**src/rtl/nq_pkg.sv**
```systemverilog
// Shared NanoQuarter definitions: datapath widths, load-word field positions,
// fetch state encoding and the prefetch entry layout.
package nq_pkg;

  localparam int unsigned INST_W     = 16;
  localparam int unsigned PC_W       = 32;
  localparam int unsigned IMEM_AW    = 8;
  localparam int unsigned IMEM_DEPTH = 1 << IMEM_AW;
  localparam int unsigned FIFO_DEPTH = 4;
  localparam int unsigned FIFO_CW    = $clog2(FIFO_DEPTH + 1);

  localparam int unsigned LD_ADDR_MSB = 23;
  localparam int unsigned LD_ADDR_LSB = 16;
  localparam int unsigned LD_DATA_MSB = 15;
  localparam int unsigned LD_DATA_LSB = 0;

  typedef enum logic {
    StLoad = 1'b0,
    StRun  = 1'b1
  } fetch_state_e;

  typedef struct packed {
    logic [PC_W-1:0]   pc;
    logic [INST_W-1:0] inst;
  } fetch_entry_t;

endpackage

```
**src/rtl/nq_fetch_unit_if.sv**
```systemverilog
// Fetch-stage boundary: external IMEM load port, decode/execute controls and
// the instruction stream presented to decode.
interface nq_fetch_unit_if;
  import nq_pkg::*;

  logic              write;
  logic [31:0]       exInst;
  logic              stall;
  logic              redirect;
  logic [PC_W-1:0]   PCNI;
  logic [INST_W-1:0] inst_out;
  logic [PC_W-1:0]   PC_out;
  logic              valid_out;
  logic              running;

  modport master (
    output write, exInst, stall, redirect, PCNI,
    input  inst_out, PC_out, valid_out, running
  );

  modport slave (
    input  write, exInst, stall, redirect, PCNI,
    output inst_out, PC_out, valid_out, running
  );

endinterface

```
**src/rtl/nq_fetch_fifo.sv**
```systemverilog
// Prefetch FIFO for {pc, inst} entries; flush wins over push/pop.
// Depth must be a power of two so the pointers wrap naturally.
module nq_fetch_fifo #(
  parameter int unsigned Depth = 4,
  parameter int unsigned Width = 48,
  localparam int unsigned PtrW = $clog2(Depth),
  localparam int unsigned CntW = $clog2(Depth + 1)
) (
  input  logic             clk_i,
  input  logic             rst_i,
  input  logic             push_i,
  input  logic             pop_i,
  input  logic             flush_i,
  input  logic [Width-1:0] data_i,
  output logic [CntW-1:0]  count_o,
  output logic [Width-1:0] head_o,
  output logic             empty_o,
  output logic             full_o
);

  logic [Width-1:0] mem_q [Depth];
  logic [PtrW-1:0]  wr_ptr_q, rd_ptr_q;
  logic [CntW-1:0]  count_q;
  logic             do_push, do_pop;

  assign empty_o = (count_q == '0);
  assign full_o  = (count_q == CntW'(Depth));
  assign do_pop  = pop_i && !empty_o;
  // A pop in the same cycle frees the slot a push into a full FIFO needs.
  assign do_push = push_i && (!full_o || do_pop);

  always_ff @(posedge clk_i or posedge rst_i) begin
    if (rst_i) begin
      wr_ptr_q <= '0;
      rd_ptr_q <= '0;
      count_q  <= '0;
      for (int i = 0; i < int'(Depth); i++) begin
        mem_q[i] <= '0;
      end
    end else if (flush_i) begin
      wr_ptr_q <= '0;
      rd_ptr_q <= '0;
      count_q  <= '0;
    end else begin
      if (do_push) begin
        mem_q[wr_ptr_q] <= data_i;
        wr_ptr_q        <= wr_ptr_q + 1'b1;
      end
      if (do_pop) begin
        rd_ptr_q <= rd_ptr_q + 1'b1;
      end
      count_q <= count_q + CntW'(do_push) - CntW'(do_pop);
    end
  end

  assign count_o = count_q;
  assign head_o  = mem_q[rd_ptr_q];

endmodule

```
**src/rtl/nq_fetch_unit.sv**
```systemverilog
// NanoQuarter instruction fetch: externally loaded 256-word IMEM, LOAD/RUN
// control, sequential prefetch into a small FIFO, decode stall and redirect.
module nq_fetch_unit
  import nq_pkg::*;
(
  input logic            clk,
  input logic            rst,
  nq_fetch_unit_if.slave bus
);

  logic [INST_W-1:0] imem [IMEM_DEPTH];

  fetch_state_e      state_q, state_d;
  logic              loaded_q, loaded_d;
  logic [PC_W-1:0]   fetch_pc_q, fetch_pc_d;
  logic              inflight_q, inflight_d;
  logic [PC_W-1:0]   rd_pc_q;
  logic [INST_W-1:0] rd_data_q;

  logic              issue, push, pop, flush;
  logic [FIFO_CW-1:0] fifo_count;
  logic [FIFO_CW:0]  occupancy;
  fetch_entry_t      head, rd_entry;
  logic              fifo_empty;
  logic              fifo_full_unused;
  logic              unused_ld_hi;

  logic [IMEM_AW-1:0] ld_addr;
  logic [INST_W-1:0]  ld_data;

  assign ld_addr      = bus.exInst[LD_ADDR_MSB:LD_ADDR_LSB];
  assign ld_data      = bus.exInst[LD_DATA_MSB:LD_DATA_LSB];
  assign unused_ld_hi = ^bus.exInst[31:24];

  // Entries already buffered plus the read still in flight bound new issues.
  assign occupancy = {1'b0, fifo_count} + (FIFO_CW + 1)'(inflight_q);

  always_ff @(posedge clk or posedge rst) begin
    if (rst) begin
      state_q    <= StLoad;
      loaded_q   <= 1'b0;
      fetch_pc_q <= '0;
      inflight_q <= 1'b0;
      rd_pc_q    <= '0;
    end else begin
      state_q    <= state_d;
      loaded_q   <= loaded_d;
      fetch_pc_q <= fetch_pc_d;
      inflight_q <= inflight_d;
      if (issue) begin
        rd_pc_q <= fetch_pc_q;
      end
    end
  end

  // IMEM image survives reset; only the control state is cleared.
  always_ff @(posedge clk) begin
    if (bus.write) begin
      imem[ld_addr] <= ld_data;
    end
    if (issue) begin
      rd_data_q <= imem[fetch_pc_q[IMEM_AW-1:0]];
    end
  end

  always_comb begin
    state_d    = state_q;
    loaded_d   = loaded_q;
    fetch_pc_d = fetch_pc_q;
    inflight_d = inflight_q;
    issue      = 1'b0;
    push       = 1'b0;
    pop        = 1'b0;
    flush      = 1'b0;

    unique case (state_q)
      StLoad: begin
        if (bus.write) begin
          loaded_d = 1'b1;
        end else if (loaded_q) begin
          state_d    = StRun;
          fetch_pc_d = '0;
        end
      end
      StRun: begin
        if (bus.write) begin
          // A reload beats any redirect and discards everything in flight.
          state_d    = StLoad;
          loaded_d   = 1'b1;
          flush      = 1'b1;
          inflight_d = 1'b0;
          fetch_pc_d = '0;
        end else if (bus.redirect) begin
          flush      = 1'b1;
          inflight_d = 1'b0;
          fetch_pc_d = bus.PCNI;
        end else begin
          push       = inflight_q;
          pop        = !fifo_empty && !bus.stall;
          issue      = occupancy < (FIFO_CW + 1)'(FIFO_DEPTH);
          inflight_d = issue;
          if (issue) begin
            fetch_pc_d = fetch_pc_q + 1'b1;
          end
        end
      end
      default: begin
        state_d = StLoad;
      end
    endcase
  end

  assign rd_entry = '{pc: rd_pc_q, inst: rd_data_q};

  nq_fetch_fifo #(
    .Depth(FIFO_DEPTH),
    .Width(PC_W + INST_W)
  ) u_fifo (
    .clk_i  (clk),
    .rst_i  (rst),
    .push_i (push),
    .pop_i  (pop),
    .flush_i(flush),
    .data_i (rd_entry),
    .count_o(fifo_count),
    .head_o (head),
    .empty_o(fifo_empty),
    .full_o (fifo_full_unused)
  );

  assign bus.valid_out = !fifo_empty;
  assign bus.inst_out  = fifo_empty ? '0 : head.inst;
  assign bus.PC_out    = fifo_empty ? '0 : head.pc;
  assign bus.running   = (state_q == StRun);

endmodule

```
**src/flat_wrapper.sv**
```systemverilog
// flat-port wrapper written by rule: the top's interface ports become plain ports
module nq_fetch_unit_flat import nq_pkg::*;
  (clk, rst, bus_write, bus_exInst, bus_stall, bus_redirect, bus_PCNI, bus_inst_out, bus_PC_out, bus_valid_out, bus_running);
  nq_fetch_unit_if bus_i ();
  input logic clk;
  input logic rst;
  input wire logic [$bits(bus_i.write)-1:0] bus_write;
  input wire logic [$bits(bus_i.exInst)-1:0] bus_exInst;
  input wire logic [$bits(bus_i.stall)-1:0] bus_stall;
  input wire logic [$bits(bus_i.redirect)-1:0] bus_redirect;
  input wire logic [$bits(bus_i.PCNI)-1:0] bus_PCNI;
  output wire logic [$bits(bus_i.inst_out)-1:0] bus_inst_out;
  output wire logic [$bits(bus_i.PC_out)-1:0] bus_PC_out;
  output wire logic [$bits(bus_i.valid_out)-1:0] bus_valid_out;
  output wire logic [$bits(bus_i.running)-1:0] bus_running;
  assign bus_i.write = bus_write;
  assign bus_i.exInst = bus_exInst;
  assign bus_i.stall = bus_stall;
  assign bus_i.redirect = bus_redirect;
  assign bus_i.PCNI = bus_PCNI;
  assign bus_inst_out = bus_i.inst_out;
  assign bus_PC_out = bus_i.PC_out;
  assign bus_valid_out = bus_i.valid_out;
  assign bus_running = bus_i.running;
  nq_fetch_unit u_core (.clk(clk), .rst(rst), .bus(bus_i));
endmodule
```
**config.mk**
```make
export PLATFORM = sky130hd
export DESIGN_NAME = nq_fetch_unit_flat
export DESIGN_NICKNAME = d
export VERILOG_FILES = /design/src/rtl/nq_pkg.sv /design/src/rtl/nq_fetch_unit_if.sv /design/src/rtl/nq_fetch_fifo.sv /design/src/rtl/nq_fetch_unit.sv /design/src/flat_wrapper.sv
export SDC_FILE = /design/constraint.sdc
export NUM_CORES = 2
export LEC_CHECK = 0
export CAP_MARGIN = 20
export CORE_ASPECT_RATIO = 1.2
export CORE_MARGIN = 2
export CORE_UTILIZATION = 45
export CTS_CLUSTER_DIAMETER = 100
export CTS_CLUSTER_SIZE = 40
export DETAILED_ROUTE_END_ITERATION = 7
export PLACE_DENSITY = 0.64
export RECOVER_POWER = 25
export SYNTH_ARGS = -nofsm -noshare
export SYNTH_HDL_FRONTEND = slang
export SYNTH_SLANG_ARGS = --single-unit
```
**constraint.sdc**
```tcl
create_clock -name clk -period 9.3 [get_ports clk]
set_input_delay 1.395 -clock clk [delete_from_list [all_inputs] [get_ports clk]]
set_output_delay 1.395 -clock clk [all_outputs]
set_load 0.01 [all_outputs]
```
* After elaboration in Yosys (flattened, before gate mapping) *
Memories as Yosys holds them, arrays and structs flattened. A register that Yosys moved wholly into a read port is not among the register bits.
Index checks and enable logic that the tools add are counted.

storage, ports and cells
  logic and storage cells = 82
  output and inout port bits = 50
  input bits = 69
  memories kept = 1
  register bits after elaboration = 266
  ROM bits = 0
  bits in writable memories = 4096
  bits in latches = 0

memories
  memory       words  bits a word  read ports  clocked after Yosys merged registers in  wr ports  line                 text
  u_core.imem  256    16           1           1                                        1         nq_fetch_unit.sv:11  logic [INST_W-1:0] imem [IMEM_DEPTH];

cells by class
  $lt $le $gt $ge = 4
  add/subtract/negate cells = 6
  multiply operators = 0
  shift-type cells = 0
  equality and inequality tests = 4
  multiplexer cells = 38
  divide/modulo/power cells = 0
  reductions and logical operators = 13
  bitwise gates (word level) = 4

operator list
  cell                                                                   number
  192-bit bitwise mux                                                    1
  32-bit 2-to-1 mux                                                      6
  48-bit 2-to-1 mux                                                      3
  48-bit binary-select mux with 2-bit select                             1
  48-bit demux with 2-bit select                                         1
  32-bit one-hot mux with 2 select lines                                 1
  32-bit by 1-bit adder with 32-bit output (second input constant)       1
  1-bit 2-to-1 mux                                                       18
  16-bit 2-to-1 mux                                                      1
  2-bit 2-to-1 mux                                                       4
  3-bit >= comparator (second input constant)                            2
  2-bit NOT with 3-bit output                                            2
  2-bit by 1-bit adder with 2-bit output (second input constant)         2
  3-bit by 1-bit adder with 4-bit output                                 1
  1-bit logical AND                                                      4
  4-bit by 3-bit < comparator with 1-bit output (second input constant)  1
  4-bit inequality test (second input constant)                          1
  2-bit nonzero test                                                     2
  3-bit by 1-bit adder with 3-bit output                                 1
  3-bit == test (second input constant)                                  1
  1-bit zero test                                                        3
  3-bit zero test                                                        1
  3-bit by 1-bit < comparator with 1-bit output (second input constant)  1
  3-bit 2-to-1 mux                                                       1
  other kinds (8)                                                        9

* Logic depth before layout (Yosys ltp) *
  depth in word-level cells = 12
  gate-level depth with buffers = 14
  depth with buffers taken out = 11

* By module *
Synthesis repeated with hierarchy kept, for this count alone.

second synthesis, totals
  cells, all modules = 8361
  area, all modules = 171319.3 um^2

modules (own cells, without submodules)
  module         sequential area each (um^2)  cells an instance  area each (um^2)  instances
  nq_fetch_unit  125155.0                     7847               162324.4          1
  nq_fetch_fifo  4979.8                       514                8994.9            1

* Least setup slack after synthesis *
OpenSTA, ideal clock, no wires.

  path type = input -> register
  start = in bus_write
  end = reg u_core.u_fifo.count_q[2] (netlist: u_core.u_fifo.count_o[2])
  data required time = 9.166 ns
  path buffers = 1
  stages on the path = 12
  library setup time = 0.134 ns
  arrival time = 3.609 ns
  path slack = 5.557 ns
  path through = clkbuf_1 nor2_1 nand2_1 a311oi_1 inv_1 ha_1 inv_1 ha_1 inv_1 fa_1 xnor2_1 nor2_1

between the ends
  longest elaborated chain between the ends = 8
  elaborated cells on any way between the ends = 12
  classes of those cells = add/sub (2); mux (7); reduce/logical (3)

ends and longest elaborated chain
  element                                      line                 text
  from (decl)                                  flat_wrapper.sv:7    input wire logic [$bits(bus_i.write)-1:0] bus_write;
  1-bit 2-to-1 mux                             nq_fetch_unit.sv:86  if (bus.write) begin
  1-bit 2-to-1 mux                             nq_fetch_unit.sv:76  unique case (state_q)
  1-bit logical AND                            nq_fetch_fifo.sv:28  assign do_pop = pop_i && !empty_o;
  1-bit logical OR                             nq_fetch_fifo.sv:30  assign do_push = push_i && (!full_o || do_pop);
  1-bit logical AND                            nq_fetch_fifo.sv:30
  3-bit by 1-bit adder with 3-bit output       nq_fetch_fifo.sv:52  count_q <= count_q + CntW'(do_push) - CntW'(do_pop);
  3-bit by 1-bit subtractor with 3-bit output  nq_fetch_fifo.sv:52
  3-bit 2-to-1 mux *                           nq_fetch_fifo.sv:40  end else if (flush_i) begin
  to (signal assigned)                         nq_fetch_fifo.sv:52
  to (decl)                                    nq_fetch_fifo.sv:23  logic [CntW-1:0] count_q;

Mark *: on every way between the ends. The rest lies on a longest branch, timed or not.
A chain may end at the register's enable or synchronous reset.

* Worst setup path after layout *
  start = in bus_exInst[5]
  end = mem u_core.imem[226][5] (data pin)

RTL lines
  element      line                 text
  from (decl)  flat_wrapper.sv:8    input wire logic [$bits(bus_i.exInst)-1:0] bus_exInst;
  to (decl)    nq_fetch_unit.sv:11

Straight into the memory's write port.

==> impl.org <==
** Worst setup path
- For this design, the slowest cell found on the critical path is clkbuf_1.
- For this run, the slowest stage of the critical path takes about 4.6 ns.
- At the worst endpoint, the required time is between 9 and 10 ns.
- For the worst setup path, the data arrival time is about 7.4 ns.
- In this run the worst path has a maximum fanout of ~130.
- Cell family with most CP delay :: buffers and inverters
- Counting cells, the worst reg-to-reg path comes to 9.
- The setup path with the least slack is of type in2reg.
- Setup slack, reg-to-reg :: ~4.2 ns
- End of the critical path :: u_core.imem[226][5]
- Crit-path cells :: clkbuf_1 > buf_4
- STA classifies the critical path endpoint as a flop.
- Tracing the worst setup path back leads to its startpoint at bus_exInst[5].
- In this run the critical register-to-register path is captured at u_core.rd_data_q[1].
- The startpoint identified for the worst register-to-register timing path is u_core.fetch_pc_q[1].
- Together, buffers and inverters on the worst path number 2.
- The worst setup path is launched from an input port.
- Path length in cells of the critical path :: 2

** Yosys
- After synthesis the netlist holds a flip-flop and latch count of between 4000 and 5000.
- Number of library cell types mapped by synthesis :: 70
- For this run, the number of Yosys warnings is 0.
- The cell count after synthesis came out at 7995.
- Async SR Flop Fraction :: roughly 6.1%
- Primary FF master, synth :: edfxtp_1
- EDFF count, synth :: 4112
- Synthesis produced a netlist with a net count of approximately 8100.
- Sequential cell area fraction in the yosys report :: 76.4%
- Post-synthesis average cell area :: 21.3 um2
- Mapped Area :: about 170000 um2

** Floorplanning
- Die area :: roughly 380000 um2
- For this configuration, the core starts out at a cell density of between 40% and 50%.
- From bottom edge to top edge, the die measures slightly below 700 um.
- Count of pins on the block boundary :: around 120
- The die is approximately 570 um wide.
- After floorplanning, the core was sized to cover about 380000 um2.
- Standard-cell rows :: 247

** Routing
- Via/cell ratio :: roughly 6.3
- Via count :: around 83000
- Router iterations before antenna repair :: 8
- Detailed router's first-iteration violation count :: between 10000 and 15000
- Total detailed-routing wirelength :: around 450000 um
- The detail route stage leaves a number of antenna-violating nets equal to 0.
- Average wire per standard cell :: ~34 um
- For this run, design rule violations remaining after detail routing come to 0.

** Global route
- In the global route stage, overall resource usage came out at 23.3%.
- The first global-routing pass estimated 633000 um of wire.
- Entering global routing, the biggest net connects between 150 and 200 pins.
- The via count of the first global-routing pass was between 80000 and 90000.
- Summed over all layers, the global routing overflow is 0.
- The initial antenna violation count is 30.

** STA
- Post-route clock skew :: between 0.1 and 0.15 ns
- Final setup violation count :: 0
- Hold timing on the final database bottoms out at a slack of between 0.5 and 0.6 ns.
- Dividing the final minimum period by the clock period gives approximately 73%.
- For the pin with the worst max-slew slack, the measured transition is approximately 7.0 ns.
- Max transition margin :: -366%
- Setup repair after global routing missed its margin :: false
- Highest Clock Rate :: approximately 150 MHz
- Total Negative Setup Slacks :: 0 ns
- Counting I/O delays and the setup requirement, the final critical path takes ~6.8 ns.
- Max Transition Viols Final :: around 1700
- Number of hold-slack violations in the final timing report :: 0

** Finish
- Area Growth Syn to Fin :: 7.43%
- Layout cells sized above 1 :: roughly 24%
- The library cell used most frequently in the layout, excluding fill and tap cells, is edfxtp_1.
- Count of fill cells added during filler insertion :: slightly above 30000
- The library cells used most frequently in the layout, excluding fill and tap cells, are edfxtp_1 (4112), mux4_2 (1046), mux2i_1 (339).
- Cells fill about 49% of the core in the end.
- The net count of the finished layout is between 8000 and 9000.

** Clock tree
- For the worst-skew pair, the clock arrives at the later sink with an insertion delay of ~0.94 ns.
- Counting the buffers created by CTS gives ~140.
- Clock-pin transition on the worst setup and hold timing paths :: about 0.14 ns
- Number of clock sinks :: approximately 4400
- Max Root-Sink Buffers :: 4
- Total setup buffers inserted after CTS :: 0
- Clk Tree Root Cell :: clkbuf_16
- Hold buffers post-CTS :: 0
- TritonCTS built the clock tree.
- # H-tree levels :: 4
- Once the clock tree was built, the resizer swapped 0 gates to a different size.

** Power
- Across the VDD grid, the largest voltage drop is approximately 0.14 mV.
- Comb power frac :: around 8.5%
- Power Total :: about 33 mW
- Net switching is 22.5% of the power.
- Pwr/cell area :: between 150 and 200 nW/um2
- Summed over all cells, the static leakage comes to ~56 nW.
- Internal Power :: ~26 mW
- Summed over all nets, the switching power comes to around 7.5 mW.
- Register share of total power :: about two thirds
- Clock network fraction of design power :: 25.8%

** Status
- The flow ran to the end, but the final reports show violations.
- Violations in the final reports :: capacitance limit, slew limit

** Placed design
- Placer Congestion :: about 0.84
- Port buffering added 110 buffers.
- After legalization and detailed placement, the total HPWL measured 270000 um.

** Flow run
- The tool flagged a number of max-cap violations equal to 18.

** Hold path
- In this run the worst hold path is classified as reg2reg.
[power by group through the flow]
stage               Combinational (mW)  Clock, mW  Sequential, mW
floorplan                         1.69          0            22.1
global placement                  2.79          0            22.2
detailed placement                2.84          0            22.2
CTS                               2.85       8.68            21.8
global route                      2.97       9.23            21.8
finish                            2.83       8.55            21.8
[worst min-delay path by stage]
| stage | startpoint | end | cells after the start |
|---|---|---|---|
| 2_1_floorplan | u_core.loaded_q | u_core.loaded_q | 1 |
| 3_3_place_gp | u_core.loaded_q | u_core.loaded_q | 1 |
| 3_5_place_dp | u_core.u_fifo.mem_q[93] | u_core.u_fifo.mem_q[93] | 1 |
| 4_1_cts | u_core.u_fifo.mem_q[77] | u_core.u_fifo.mem_q[77] | 1 |
| 5_1_grt | u_core.u_fifo.mem_q[27] | u_core.u_fifo.mem_q[27] | 1 |
| 6_report | u_core.u_fifo.mem_q[77] | u_core.u_fifo.mem_q[77] | 1 |
[Yosys cell counts, types with 8 or more instances]
cell / number / area share [%]
buf_1: 47 / 0.10
o211ai_1: 19 / 0.084
nor4_1: 13 / 0.048
nand4_1: 13 / 0.048
buf_4: 53 / 0.23
o21ai_0: 144 / 0.42
clkbuf_1: 210 / 0.46
a2111oi_0: 17 / 0.087
a21oi_1: 170 / 0.50
nand2_1: 250 / 0.55
buf_2: 121 / 0.36
nor2b_1: 67 / 0.25
o22ai_1: 53 / 0.19
a211oi_1: 23 / 0.10
a22oi_1: 62 / 0.27
dfrtp_1: 266 / 3.9
edfxtp_1: 4112 / 72
a221oi_1: 82 / 0.42
inv_1: 16 / 0.035
mux2i_1: 339 / 2.0
nand3_1: 48 / 0.14
nor3_1: 37 / 0.11
a31oi_1: 25 / 0.092
mux2_2: 201 / 1.3
a22o_1: 8 / 0.041
a221o_1: 8 / 0.047
nor2_1: 342 / 0.75
o221ai_1: 43 / 0.22
mux4_2: 1046 / 14
and3_1: 12 / 0.044
buf_6: 53 / 0.35
ha_1: 8 / 0.059
[state kept, by name, summed over array words and instances, names as in the netlist]
register	count
u_core.imem	4096
u_core.u_fifo.mem_q	192
u_core.fetch_pc_q	32
u_core.rd_pc_q	32
u_core.rd_data_q	16
u_core.u_fifo.count_o	3
u_core.u_fifo.rd_ptr_q	2
u_core.u_fifo.wr_ptr_q	2
u_core.bus.running	1
u_core.inflight_q	1
u_core.loaded_q	1
[layer usage]
layer	up-vias	GRT usage (%)	wire length (um)
met5	-	0	82
li1	33200	-	-
met1	45100	31.6	171000
met3	632	3.74	39900
met4	12	8.66	18700
met2	4048	38.2	223000
[metrics by stage]
step,cells,area [um2],worst slack [ns]
after floorplan,7995,170000,0.580
after detailed placement,12900,179000,3.77
final,13200,183000,2.51
after global placement,12900,178000,3.87
after global routing,13100,183000,2.17
after CTS,13100,183000,4.10
[cells by family (layout without fill, tap and decap cells)]
family | after synthesis | in the layout | synth area share, %
muxes | 1586 | 1586 | 17.2
xor gates and xnor gates | 5 | 5 | 0.0257
and+or+nand+nor | 812 | 812 | 2.07
AOI/OAI and AO/OA | 699 | 699 | 2.70
buffers and inverters | 506 | 673 | 1.57
DFF | 4378 | 4378 | 76.4
other | 0 | 22 | 0
adders and majority gates | 9 | 9 | 0.0705
[layout make-up]
| cell class | instances | area [um2] | share of cell area, % |
|---|---|---|---|
| antenna | 22 | 55.1 | 0.0301 |
| timing repair buffer | 476 | 4450 | 2.43 |
| sequential | 4378 | 130000 | 71.1 |
| inverter | 20 | 93.8 | 0.0513 |
| clock buffer | 160 | 3660 | 2.00 |
| clock inverter | 17 | 267 | 0.146 |
| tap | 4980 | 6230 | 3.41 |
| multi-input combinational | 3111 | 38100 | 20.8 |
(Power assumes the default switching activity.)
